[config.mk]
export PLATFORM = sky130hd
export DESIGN_NAME = mem_arbiter_flat
export DESIGN_NICKNAME = d
export VERILOG_FILES = /design/src/rtl/mem_if.sv /design/src/rtl/mem_arbiter.sv /design/src/flat_wrapper.sv
export SDC_FILE = /design/constraint.sdc
export NUM_CORES = 1
export LEC_CHECK = 0
export ABC_AREA = 1
export CAP_MARGIN = 20
export CORE_AREA = 2 2 332 334
export DETAILED_ROUTE_END_ITERATION = 16
export DIE_AREA = 0 0 334 336
export GPL_TIMING_DRIVEN = 0
export HOLD_SLACK_MARGIN = 0.12
export SETUP_SLACK_MARGIN = 0.5
export SYNTH_ARGS = -nofsm -noshare
export SYNTH_HDL_FRONTEND = slang
export SYNTH_SLANG_ARGS = --single-unit
[constraint.sdc]
create_clock -name clk -period 4.95 [get_ports clk]
set_clock_uncertainty 0.1 [all_clocks]
set_input_delay 0.99 -clock clk [delete_from_list [all_inputs] [get_ports clk]]
set_output_delay 0.99 -clock clk [all_outputs]
set_load 0.1 [all_outputs]
[src/rtl/mem_if.sv]
// Cache-to-memory block request interface: request held while not ready,
// completion is a one-cycle ready pulse carrying read data.
interface mem_if #(
    parameter int ADDR_W = 28,
    parameter int DATA_W = 128
);
    logic              read;
    logic              write;
    logic [ADDR_W-1:0] addr;
    logic [DATA_W-1:0] wdata;
    logic [DATA_W-1:0] rdata;
    logic              ready;

    // Handshake: requester raises read or write with addr/wdata and holds them
    // until the responder pulses ready for exactly one cycle; rdata is valid
    // only in that ready cycle and is not buffered anywhere.
    modport master (
        output read, write, addr, wdata,
        input  rdata, ready
    );

    modport slave (
        input  read, write, addr, wdata,
        output rdata, ready
    );
endinterface

[src/rtl/mem_arbiter.sv]
// Round-robin arbiter sharing one main-memory port between the I-cache and
// D-cache miss/write-back interfaces; the granted request is latched until done.
module mem_arbiter #(
    parameter int ADDR_W = 28,
    parameter int DATA_W = 128
) (
    input  logic       clk,
    input  logic       rst_n,
    mem_if.slave       i_mem,
    mem_if.slave       d_mem,
    mem_if.master      mem,
    output logic [1:0] dbg_state
);
    typedef enum logic [1:0] {
        IDLE    = 2'd0,
        SERVE_I = 2'd1,
        SERVE_D = 2'd2
    } state_t;

    state_t            state_q, state_d;
    logic              last_grant_q, last_grant_d;  // 0 = I, 1 = D
    logic              op_wr_q, op_wr_d;
    logic [ADDR_W-1:0] addr_q, addr_d;
    logic [DATA_W-1:0] wdata_q, wdata_d;

    logic req_i, req_d;
    logic grant_i, grant_d;
    logic serving;

    assign req_i = i_mem.read | i_mem.write;
    assign req_d = d_mem.read | d_mem.write;

    // On a tie the port that was not served last wins.
    assign grant_i = req_i & (~req_d | last_grant_q);
    assign grant_d = req_d & (~req_i | ~last_grant_q);

    always_comb begin
        state_d      = state_q;
        last_grant_d = last_grant_q;
        op_wr_d      = op_wr_q;
        addr_d       = addr_q;
        wdata_d      = wdata_q;
        case (state_q)
            IDLE: begin
                if (grant_i) begin
                    state_d      = SERVE_I;
                    last_grant_d = 1'b0;
                    op_wr_d      = i_mem.write;
                    addr_d       = i_mem.addr;
                    wdata_d      = i_mem.wdata;
                end else if (grant_d) begin
                    state_d      = SERVE_D;
                    last_grant_d = 1'b1;
                    op_wr_d      = d_mem.write;
                    addr_d       = d_mem.addr;
                    wdata_d      = d_mem.wdata;
                end
            end
            // Completion always passes through IDLE so the cache can drop or
            // replace its request before the next arbitration.
            SERVE_I, SERVE_D: begin
                if (mem.ready) state_d = IDLE;
            end
            default: state_d = IDLE;
        endcase
    end

    always_ff @(posedge clk or negedge rst_n) begin
        if (!rst_n) begin
            state_q      <= IDLE;
            last_grant_q <= 1'b1;
            op_wr_q      <= 1'b0;
            addr_q       <= '0;
            wdata_q      <= '0;
        end else begin
            state_q      <= state_d;
            last_grant_q <= last_grant_d;
            op_wr_q      <= op_wr_d;
            addr_q       <= addr_d;
            wdata_q      <= wdata_d;
        end
    end

    assign serving = (state_q == SERVE_I) || (state_q == SERVE_D);

    // Request drops combinationally in the memory's ready cycle.
    assign mem.read  = serving & ~op_wr_q & ~mem.ready;
    assign mem.write = serving &  op_wr_q & ~mem.ready;
    assign mem.addr  = addr_q;
    assign mem.wdata = wdata_q;

    assign i_mem.ready = mem.ready & (state_q == SERVE_I);
    assign d_mem.ready = mem.ready & (state_q == SERVE_D);
    assign i_mem.rdata = mem.rdata;
    assign d_mem.rdata = mem.rdata;

    assign dbg_state = state_q;
endmodule

[src/flat_wrapper.sv]
// flat-port wrapper written by rule: the top's interface ports become plain ports
module mem_arbiter_flat 
#(
    parameter int ADDR_W = 28,
    parameter int DATA_W = 128
)
  (clk, rst_n, dbg_state, i_mem_read, i_mem_write, i_mem_addr, i_mem_wdata, i_mem_rdata, i_mem_ready, d_mem_read, d_mem_write, d_mem_addr, d_mem_wdata, d_mem_rdata, d_mem_ready, mem_read, mem_write, mem_addr, mem_wdata, mem_rdata, mem_ready);
  mem_if #(.ADDR_W(ADDR_W), .DATA_W(DATA_W)) i_mem_i ();
  mem_if #(.ADDR_W(ADDR_W), .DATA_W(DATA_W)) d_mem_i ();
  mem_if #(.ADDR_W(ADDR_W), .DATA_W(DATA_W)) mem_i ();
  input  logic clk;
  input  logic rst_n;
  output logic [1:0] dbg_state;
  input wire logic [$bits(i_mem_i.read)-1:0] i_mem_read;
  input wire logic [$bits(i_mem_i.write)-1:0] i_mem_write;
  input wire logic [$bits(i_mem_i.addr)-1:0] i_mem_addr;
  input wire logic [$bits(i_mem_i.wdata)-1:0] i_mem_wdata;
  output wire logic [$bits(i_mem_i.rdata)-1:0] i_mem_rdata;
  output wire logic [$bits(i_mem_i.ready)-1:0] i_mem_ready;
  input wire logic [$bits(d_mem_i.read)-1:0] d_mem_read;
  input wire logic [$bits(d_mem_i.write)-1:0] d_mem_write;
  input wire logic [$bits(d_mem_i.addr)-1:0] d_mem_addr;
  input wire logic [$bits(d_mem_i.wdata)-1:0] d_mem_wdata;
  output wire logic [$bits(d_mem_i.rdata)-1:0] d_mem_rdata;
  output wire logic [$bits(d_mem_i.ready)-1:0] d_mem_ready;
  output wire logic [$bits(mem_i.read)-1:0] mem_read;
  output wire logic [$bits(mem_i.write)-1:0] mem_write;
  output wire logic [$bits(mem_i.addr)-1:0] mem_addr;
  output wire logic [$bits(mem_i.wdata)-1:0] mem_wdata;
  input wire logic [$bits(mem_i.rdata)-1:0] mem_rdata;
  input wire logic [$bits(mem_i.ready)-1:0] mem_ready;
  assign i_mem_i.read = i_mem_read;
  assign i_mem_i.write = i_mem_write;
  assign i_mem_i.addr = i_mem_addr;
  assign i_mem_i.wdata = i_mem_wdata;
  assign i_mem_rdata = i_mem_i.rdata;
  assign i_mem_ready = i_mem_i.ready;
  assign d_mem_i.read = d_mem_read;
  assign d_mem_i.write = d_mem_write;
  assign d_mem_i.addr = d_mem_addr;
  assign d_mem_i.wdata = d_mem_wdata;
  assign d_mem_rdata = d_mem_i.rdata;
  assign d_mem_ready = d_mem_i.ready;
  assign mem_read = mem_i.read;
  assign mem_write = mem_i.write;
  assign mem_addr = mem_i.addr;
  assign mem_wdata = mem_i.wdata;
  assign mem_i.rdata = mem_rdata;
  assign mem_i.ready = mem_ready;
  mem_arbiter #(.ADDR_W(ADDR_W), .DATA_W(DATA_W)) u_core (.clk(clk), .rst_n(rst_n), .i_mem(i_mem_i), .d_mem(d_mem_i), .mem(mem_i), .dbg_state(dbg_state));
endmodule
==> flow_summary.rst, run 1 <==
.. list-table::
   :header-rows: 1

   * - Metric
     - Value
   * - Status
     - complete, no violations
   * - Vertical die dimension
     - 336 um
   * - Total of hold buffers inserted after clock tree synthesis
     - 0
   * - Share of final-layout standard cells stronger than drive strength 1
     - ~16%
   * - Leading post-synthesis cells by instance count
     - nand2_1, nand3_1, buf_4
   * - Type of element launching the critical path
     - primary input
   * - Main combinational cell family by area after synthesis
     - simple AND/OR/NAND/NOR gates
   * - DR WL/cell
     - 18.55 um
   * - Maximum level of the CTS H-tree
     - 4
   * - Capturing point of the worst reg2reg path
     - u_core.mem.addr[11]$_DFFE_PN0P_
   * - Most numerous cell in the Yosys netlist
     - nand2_1
   * - Number of instances resized during post-cts repair
     - 0
   * - Synthesized cell area
     - 0.01059 sq mm
   * - Static Leak
     - 9.922 nW
   * - Worst-path clk slew
     - about 0.070 ns
   * - Last weighted congestion value of the routability-driven placer
     - 0.9690
   * - Final period utilization
     - between 80% and 90%
   * - Count of filler cells inserted in the layout
     - 12176
   * - Port Buf Inserts
     - 736
   * - Design Area, Final
     - 0.02079 sq mm
   * - Count of pins on the block boundary
     - 865
   * - Clock tree buffer depth
     - 2
   * - Vias per inst
     - between 3 and 4
   * - Cell taking the most area after synthesis
     - dfrtp_1
   * - Start point of the critical path
     - mem_ready
   * - Number of cells on the worst reg-to-reg path
     - 9
   * - Post-CTS setup repair buffer count
     - 0
   * - Clock sink total
     - between 150 and 200
   * - Antenna violations before repair
     - 14
   * - Initial DRT Pass Iterations
     - 4
   * - Yosys warning count
     - 0
   * - Post-placement worst setup slack
     - 0.5392 ns
   * - Routed vias
     - 12415
   * - Synth Instances
     - 1511
   * - Max-capacitance violation count
     - 0
   * - Total Routing Usage GR
     - 11.84%
   * - Crit-path max FO
     - 4
   * - Least setup slack across all paths after layout
     - about 0.65 ns
   * - Antenna-violating nets left
     - 0
   * - 1st-iter DRT viols
     - 707
   * - Post-route core utilization
     - about a fifth
   * - Count of flip-flops with a built-in enable after synthesis
     - 0
   * - Initial Util
     - 9.773%
   * - Time the final worst path needs with I/O delays and setup
     - around 4.3 ns
   * - Sequential element share of the synthesized area
     - 37.81%
   * - Final-stage net count
     - ~2700
   * - Primary flip-flop cell chosen by synthesis mapping
     - dfrtp_1
   * - Total grt overflow
     - 0
   * - Worst hold slack after final layout
     - 0.3179 ns
   * - Distinct cell type count of the synthesized netlist
     - 15
   * - Reg-to-reg setup timing slack
     - around 1.8 ns
   * - Area of the die
     - 0.1122 sq mm
   * - Fraction of synthesized cell area in xor and xnor cells
     - 0%
   * - Synth async-reset ratio
     - 100.0%
   * - Unrepaired setup endpoints after global routing
     - false
   * - Maximum operating frequency
     - around 230 MHz
   * - Total core area
     - 0.1084 sq mm
   * - Final wirelength
     - around 70 mm
   * - Post-placement cell area
     - around 0.020 sq mm
   * - Adder and majority gate portion of the synthesized area
     - 0.3543%
   * - Post-synth top area share
     - ~38%
   * - Area fraction in compound gates after synthesis
     - 0.2598%
   * - Worst slew margin relative to its limit
     - between 20% and 30%
   * - Worst-margin pin slew
     - approximately 1.2 ns
   * - Top cells by area in the synthesized netlist
     - dfrtp_1, buf_4, nand3_1
   * - Number of cells in the design after placement
     - 3680
   * - Capturing element of the worst setup path
     - mem_write
   * - Horizontal extent of the die
     - 334 um
   * - Critical Path Sink Type
     - output pin
   * - Number of standard cells in the final layout excluding fillers
     - 3716
   * - Setup Crit Path Kind
     - in -> out
   * - Number of buffers created by CTS
     - 17
   * - Multiplexer area fraction after synthesis
     - 0%
   * - Number of global-route vias before repair
     - about 12000
   * - Global-route wire length before repair
     - 92.65 mm
   * - Detailed-route DRC error count
     - 0
   * - Clock latency on the worst-skew pair
     - slightly below 0.5 ns
   * - Post-route setup TNS
     - 0 ns
   * - Worst R2R Start
     - u_core.dbg_state[0]$_DFFE_PN0P_
   * - Total power after layout
     - about 15 mW
   * - Flip-flop and latch count after synthesis
     - 160
   * - Number of endpoints failing setup at the final stage
     - 0
   * - Pin count of the biggest net entering global routing
     - 90
   * - Post-DP HPWL
     - 58.54 mm
   * - Synthesized-area fraction occupied by and/or/nand/nor cells
     - 31.32%
   * - TritonCTS clock tree
     - yes
   * - CTS Root Buffer Type
     - clkbuf_16
   * - Arrival time reported for the critical path endpoint
     - 3.21 ns
   * - Required @ worst endpoint
     - 3.86 ns
   * - Max Transition Viols Final
     - 0
   * - Worst ir drop on vdd
     - 0.0003221 V
   * - Min-delay worst type
     - in -> async
   * - Area delta synth->final
     - 96.29%
   * - Power density relative to cell area
     - 733.8 mW/mm^2
   * - Post-synth net total
     - 1961
   * - Final hold violation count
     - 0
   * - Total number of placement rows
     - 121
   * - Mean area per synthesized cell
     - 7.011 sq um
[how the worst min path moves through the flow]
stage                                     startpoint                               end  slack [ns]  depth (start not counted)
finish                                         rst_n  u_core.mem.wdata[41]$_DFFE_PN0P_        0.32                          1
global route                                   rst_n  u_core.mem.wdata[41]$_DFFE_PN0P_        0.33                          1
CTS                                            rst_n  u_core.mem.wdata[45]$_DFFE_PN0P_        0.33                          1
detailed placement  u_core.mem.wdata[47]$_DFFE_PN0P_  u_core.mem.wdata[47]$_DFFE_PN0P_        0.36                          2
global placement    u_core.mem.wdata[63]$_DFFE_PN0P_  u_core.mem.wdata[63]$_DFFE_PN0P_        0.36                          2
floorplan            u_core.last_grant_q$_DFFE_PN1P_   u_core.last_grant_q$_DFFE_PN1P_        0.38                          2
[cell families after synthesis]
group | count (synthesis)
flops | 160
compound gates | 4
fa+ha+maj | 3
simple gates | 765
buf+inv | 579
[area by class of cell]
cell class | count | area (sq um) | area share [%]
Tap cell | 1414 | 1769 | 8.508
Buffer | 340 | 2308 | 11.10
Antenna cell | 5 | 12.51 | 0.06017
Clock buffer | 19 | 442.9 | 2.130
Multi-Input combinational cell | 772 | 3383 | 16.27
Timing Repair Buffer | 755 | 7828 | 37.64
Inverter | 239 | 897.1 | 4.314
Clock inverter | 12 | 148.9 | 0.7160
Sequential cell | 160 | 4005 | 19.26
[placed cells by master, fill, tap and decap left out, types with 2 or more instances in the layout]
cell type	netlist	final
nor2_1	5	5
buf_1	2	2
ha_1	3	3
clkinvlp_4	0	3
inv_8	0	2
buf_12	0	9
nand3_1	357	357
inv_1	239	239
diode_2	0	5
buf_2	54	54
dfrtp_1	159	159
buf_16	0	10
clkdlybuf4s50_1	0	735
bufinv_16	0	2
inv_6	0	5
clkbuf_16	0	17
buf_4	257	257
clkbuf_1	27	28
nand2_1	403	403
[sequential cells by signal (all words and copies together) (netlist names)]
signal,flops
u_core.op_wr_q,1
u_core.mem.addr,28
u_core.dbg_state,2
u_core.last_grant_q,1
u_core.mem.wdata,128
[layer usage]
layer | GRT usage, % | wire length [um]
met5 | 0 | 49
met4 | 3.076 | 1338
met3 | 3.287 | 5208
met2 | 18.19 | 30440
met1 | 16.22 | 31890
[critical path, stage by stage]
cell and delay, ns:
clkdlybuf4s50_1 0.48, nor2_1 0.48, clkdlybuf4s50_1 1.26
[report_power, final]
| group | total (mW) | internal (mW) | switching, mW | leakage, nW |
|---|---|---|---|---|
| sequential | 2.42 | 1.99 | 0.424 | 1.92 |
| combinational | 11.4 | 2.67 | 8.70 | 7.72 |
| clock | 1.47 | 0.769 | 0.701 | 0.281 |
| total | 15.3 | 5.44 | 9.82 | 9.92 |
No activity file was read; power rests on OpenSTA's default activity.
==> run 2: changes to the inputs <==
clock period = 4.1 ns   (was 4.95 ns; I/O delays follow)
==> flow_summary.rst, run 2 (synthesis results as in run 1) <==
.. list-table::
   :header-rows: 1

   * - Metric
     - Value
   * - Top library cells by usage in the layout, fill and taps aside
     - clkdlybuf4s50_1, nand2_1, nand3_1
   * - Post-CTS setup repair buffer count
     - 0
   * - Area of the die
     - approximately 0.11 sq mm
   * - Status
     - complete, no violations
   * - Worst hold slack after final layout
     - 0.1798 ns
   * - Vertical die dimension
     - around 340 um
   * - Arrival time reported for the critical path endpoint
     - 2.63 ns
   * - Vias per inst
     - 3.347
   * - Area delta synth->final
     - 96.37%
   * - Worst ir drop on vdd
     - 0.0004569 V
   * - Count of pins on the block boundary
     - 865
   * - Buffers and inverters on the worst path
     - 3
   * - Clock latency on the worst-skew pair
     - approximately 0.50 ns
   * - Crit-path max FO
     - 4
   * - Maximum operating frequency
     - about 280 MHz
   * - Number of instances resized during post-cts repair
     - 3
   * - Number of flip-flops in the largest register
     - 128
   * - Final period utilization
     - 86.67%
   * - Total grt overflow
     - 0
   * - Pin count of the biggest net entering global routing
     - between 80 and 90
   * - Routed vias
     - 12457
   * - Worst slew margin relative to its limit
     - about 22%
   * - CP Cell Sequence
     - clkdlybuf4s50_1 > nand2_1 > inv_1 > clkdlybuf4s50_1
   * - Antenna-violating nets left
     - 0
   * - Total Routing Usage GR
     - 11.72%
   * - Last weighted congestion value of the routability-driven placer
     - about 0.93
   * - Final-stage net count
     - 2736
   * - Total of hold buffers inserted after clock tree synthesis
     - 0
   * - Met3 layer wire length in the routed design
     - slightly above 6 mm
   * - Worst-margin pin slew
     - 1.168 ns
   * - Max Transition Viols Final
     - 0
   * - Number of buffers created by CTS
     - 17
   * - Total number of placement rows
     - 121
   * - Port Buf Inserts
     - 736
   * - Detailed-route DRC error count
     - 0
   * - Power density relative to cell area
     - between 800 and 900 mW/mm^2
   * - TritonCTS clock tree
     - yes
   * - Global-route wire length before repair
     - 91.46 mm
   * - Static Leak
     - 9.933 nW
   * - CTS Root Buffer Type
     - clkbuf_16
   * - Unrepaired setup endpoints after global routing
     - false
   * - Critical Path Sink Type
     - output pin
   * - Post-DP HPWL
     - around 58 mm
   * - Max-capacitance violation count
     - 0
   * - Number of endpoints failing setup at the final stage
     - 0
   * - Number of standard cells in the final layout excluding fillers
     - between 3000 and 4000
   * - Final wirelength
     - approximately 70 mm
   * - Number of global-route vias before repair
     - 12020
   * - Clock sink total
     - 160
   * - Time the final worst path needs with I/O delays and setup
     - roughly 3.6 ns
   * - 1st-iter DRT viols
     - 739
   * - Met2 wire len
     - 29.67 mm
   * - Clock tree buffer depth
     - 2
   * - Final hold violation count
     - 0
   * - Count of filler cells inserted in the layout
     - between 10000 and 15000
   * - Number of cells in the design after placement
     - 3679
   * - Family with the most delay on the worst path
     - buffers and inverters
   * - Initial Util
     - 9.773%
   * - Total core area
     - 0.1084 sq mm
   * - Critical path's slowest cell
     - clkdlybuf4s50_1
   * - Wire length the detailed router placed on met1
     - 31.00 mm
   * - Type of element launching the critical path
     - primary input
   * - Horizontal extent of the die
     - 334 um
   * - Initial DRT Pass Iterations
     - 5
   * - Share of final-layout standard cells stronger than drive strength 1
     - 16.09%
   * - Antenna violations before repair
     - 18
   * - Largest stage delay on the critical path
     - 1.13 ns
   * - Maximum level of the CTS H-tree
     - 4
   * - Setup Crit Path Kind
     - in -> out
   * - Required @ worst endpoint
     - about 3.2 ns
   * - Worst-path clk slew
     - 0.07 ns
   * - DR WL/cell
     - 18.42 um
   * - Uppermost layer routed
     - met5
   * - Min-delay worst type
     - in -> async
   * - Cell type with the highest occurrence count on the critical path
     - clkdlybuf4s50_1
   * - Post-route setup TNS
     - 0 ns
   * - Commonest non-fill, non-tap cell in the layout
     - clkdlybuf4s50_1
==> run 2: worst paths after layout <==
check	start	to	slack [ns]	cells after the start
max	mem_ready	i_mem_ready	0.55	4
min	rst_n	u_core.mem.wdata[48]$_DFFE_PN0P_	0.18	1
max reg2reg	u_core.dbg_state[0]$_DFFE_PN0P_	u_core.mem.wdata[20]$_DFFE_PN0P_	0.94	9
min reg2reg	u_core.mem.wdata[60]$_DFFE_PN0P_	u_core.mem.wdata[60]$_DFFE_PN0P_	0.38	2
max in group asynchronous	rst_n	u_core.mem.wdata[94]$_DFFE_PN0P_	2.70	2
min in group clk	u_core.mem.wdata[60]$_DFFE_PN0P_	u_core.mem.wdata[60]$_DFFE_PN0P_	0.38	2
==> run 2: per-layer routing <==
layer / up-vias / GRT usage, %
met3: 70 / 3.489
met4: 8 / 3.709
li1: 5914 / -
met2: 649 / 17.41
met5: - / 0
met1: 5816 / 16.13
==> run 2: final cells by class <==
| cell class | instances | area (sq um) | share of cell area, % |
|---|---|---|---|
| timing repair buffer | 756 | 7835 | 37.66 |
| buffer | 340 | 2308 | 11.10 |
| sequential | 160 | 4005 | 19.25 |
| inverter | 239 | 897.1 | 4.312 |
| tap | 1414 | 1769 | 8.504 |
| multi-input combinational | 772 | 3391 | 16.30 |
| clock inverter | 14 | 146.4 | 0.7037 |
| clock buffer | 18 | 429.2 | 2.063 |
| antenna | 9 | 22.52 | 0.1083 |
==> run 2: power breakdown <==
group | internal (mW) | total [mW] | switching (mW)
registers | 2.41 | 2.93 | 0.521
logic | 3.19 | 13.7 | 10.6
clock network | 0.859 | 1.74 | 0.883
==> run 2: stage by stage <==
| step | cell area [sq um] | power, mW | utilization [%] | setup WS, ns |
|---|---|---|---|---|
| 6_report | 20800 | 18.42 | 19.19 | 0.5466 |
| 3_3_place_gp | 19740 | 16.34 | 18.21 | -5.664 |
| 3_5_place_dp | 20170 | 16.78 | 18.60 | -0.2111 |
| 4_1_cts | 20740 | 18.63 | 19.13 | 0.5398 |
| 2_1_floorplan | 10600 | 12.02 | - | 0.8775 |
| 5_1_grt | 20780 | 19.22 | 19.17 | 0.5054 |
==> run 3: changes to the inputs <==
CTS_CLUSTER_DIAMETER = 60   (was not set)
==> results of run 3 <==
Final layout, timing and power as in run 2 (identical DEF).
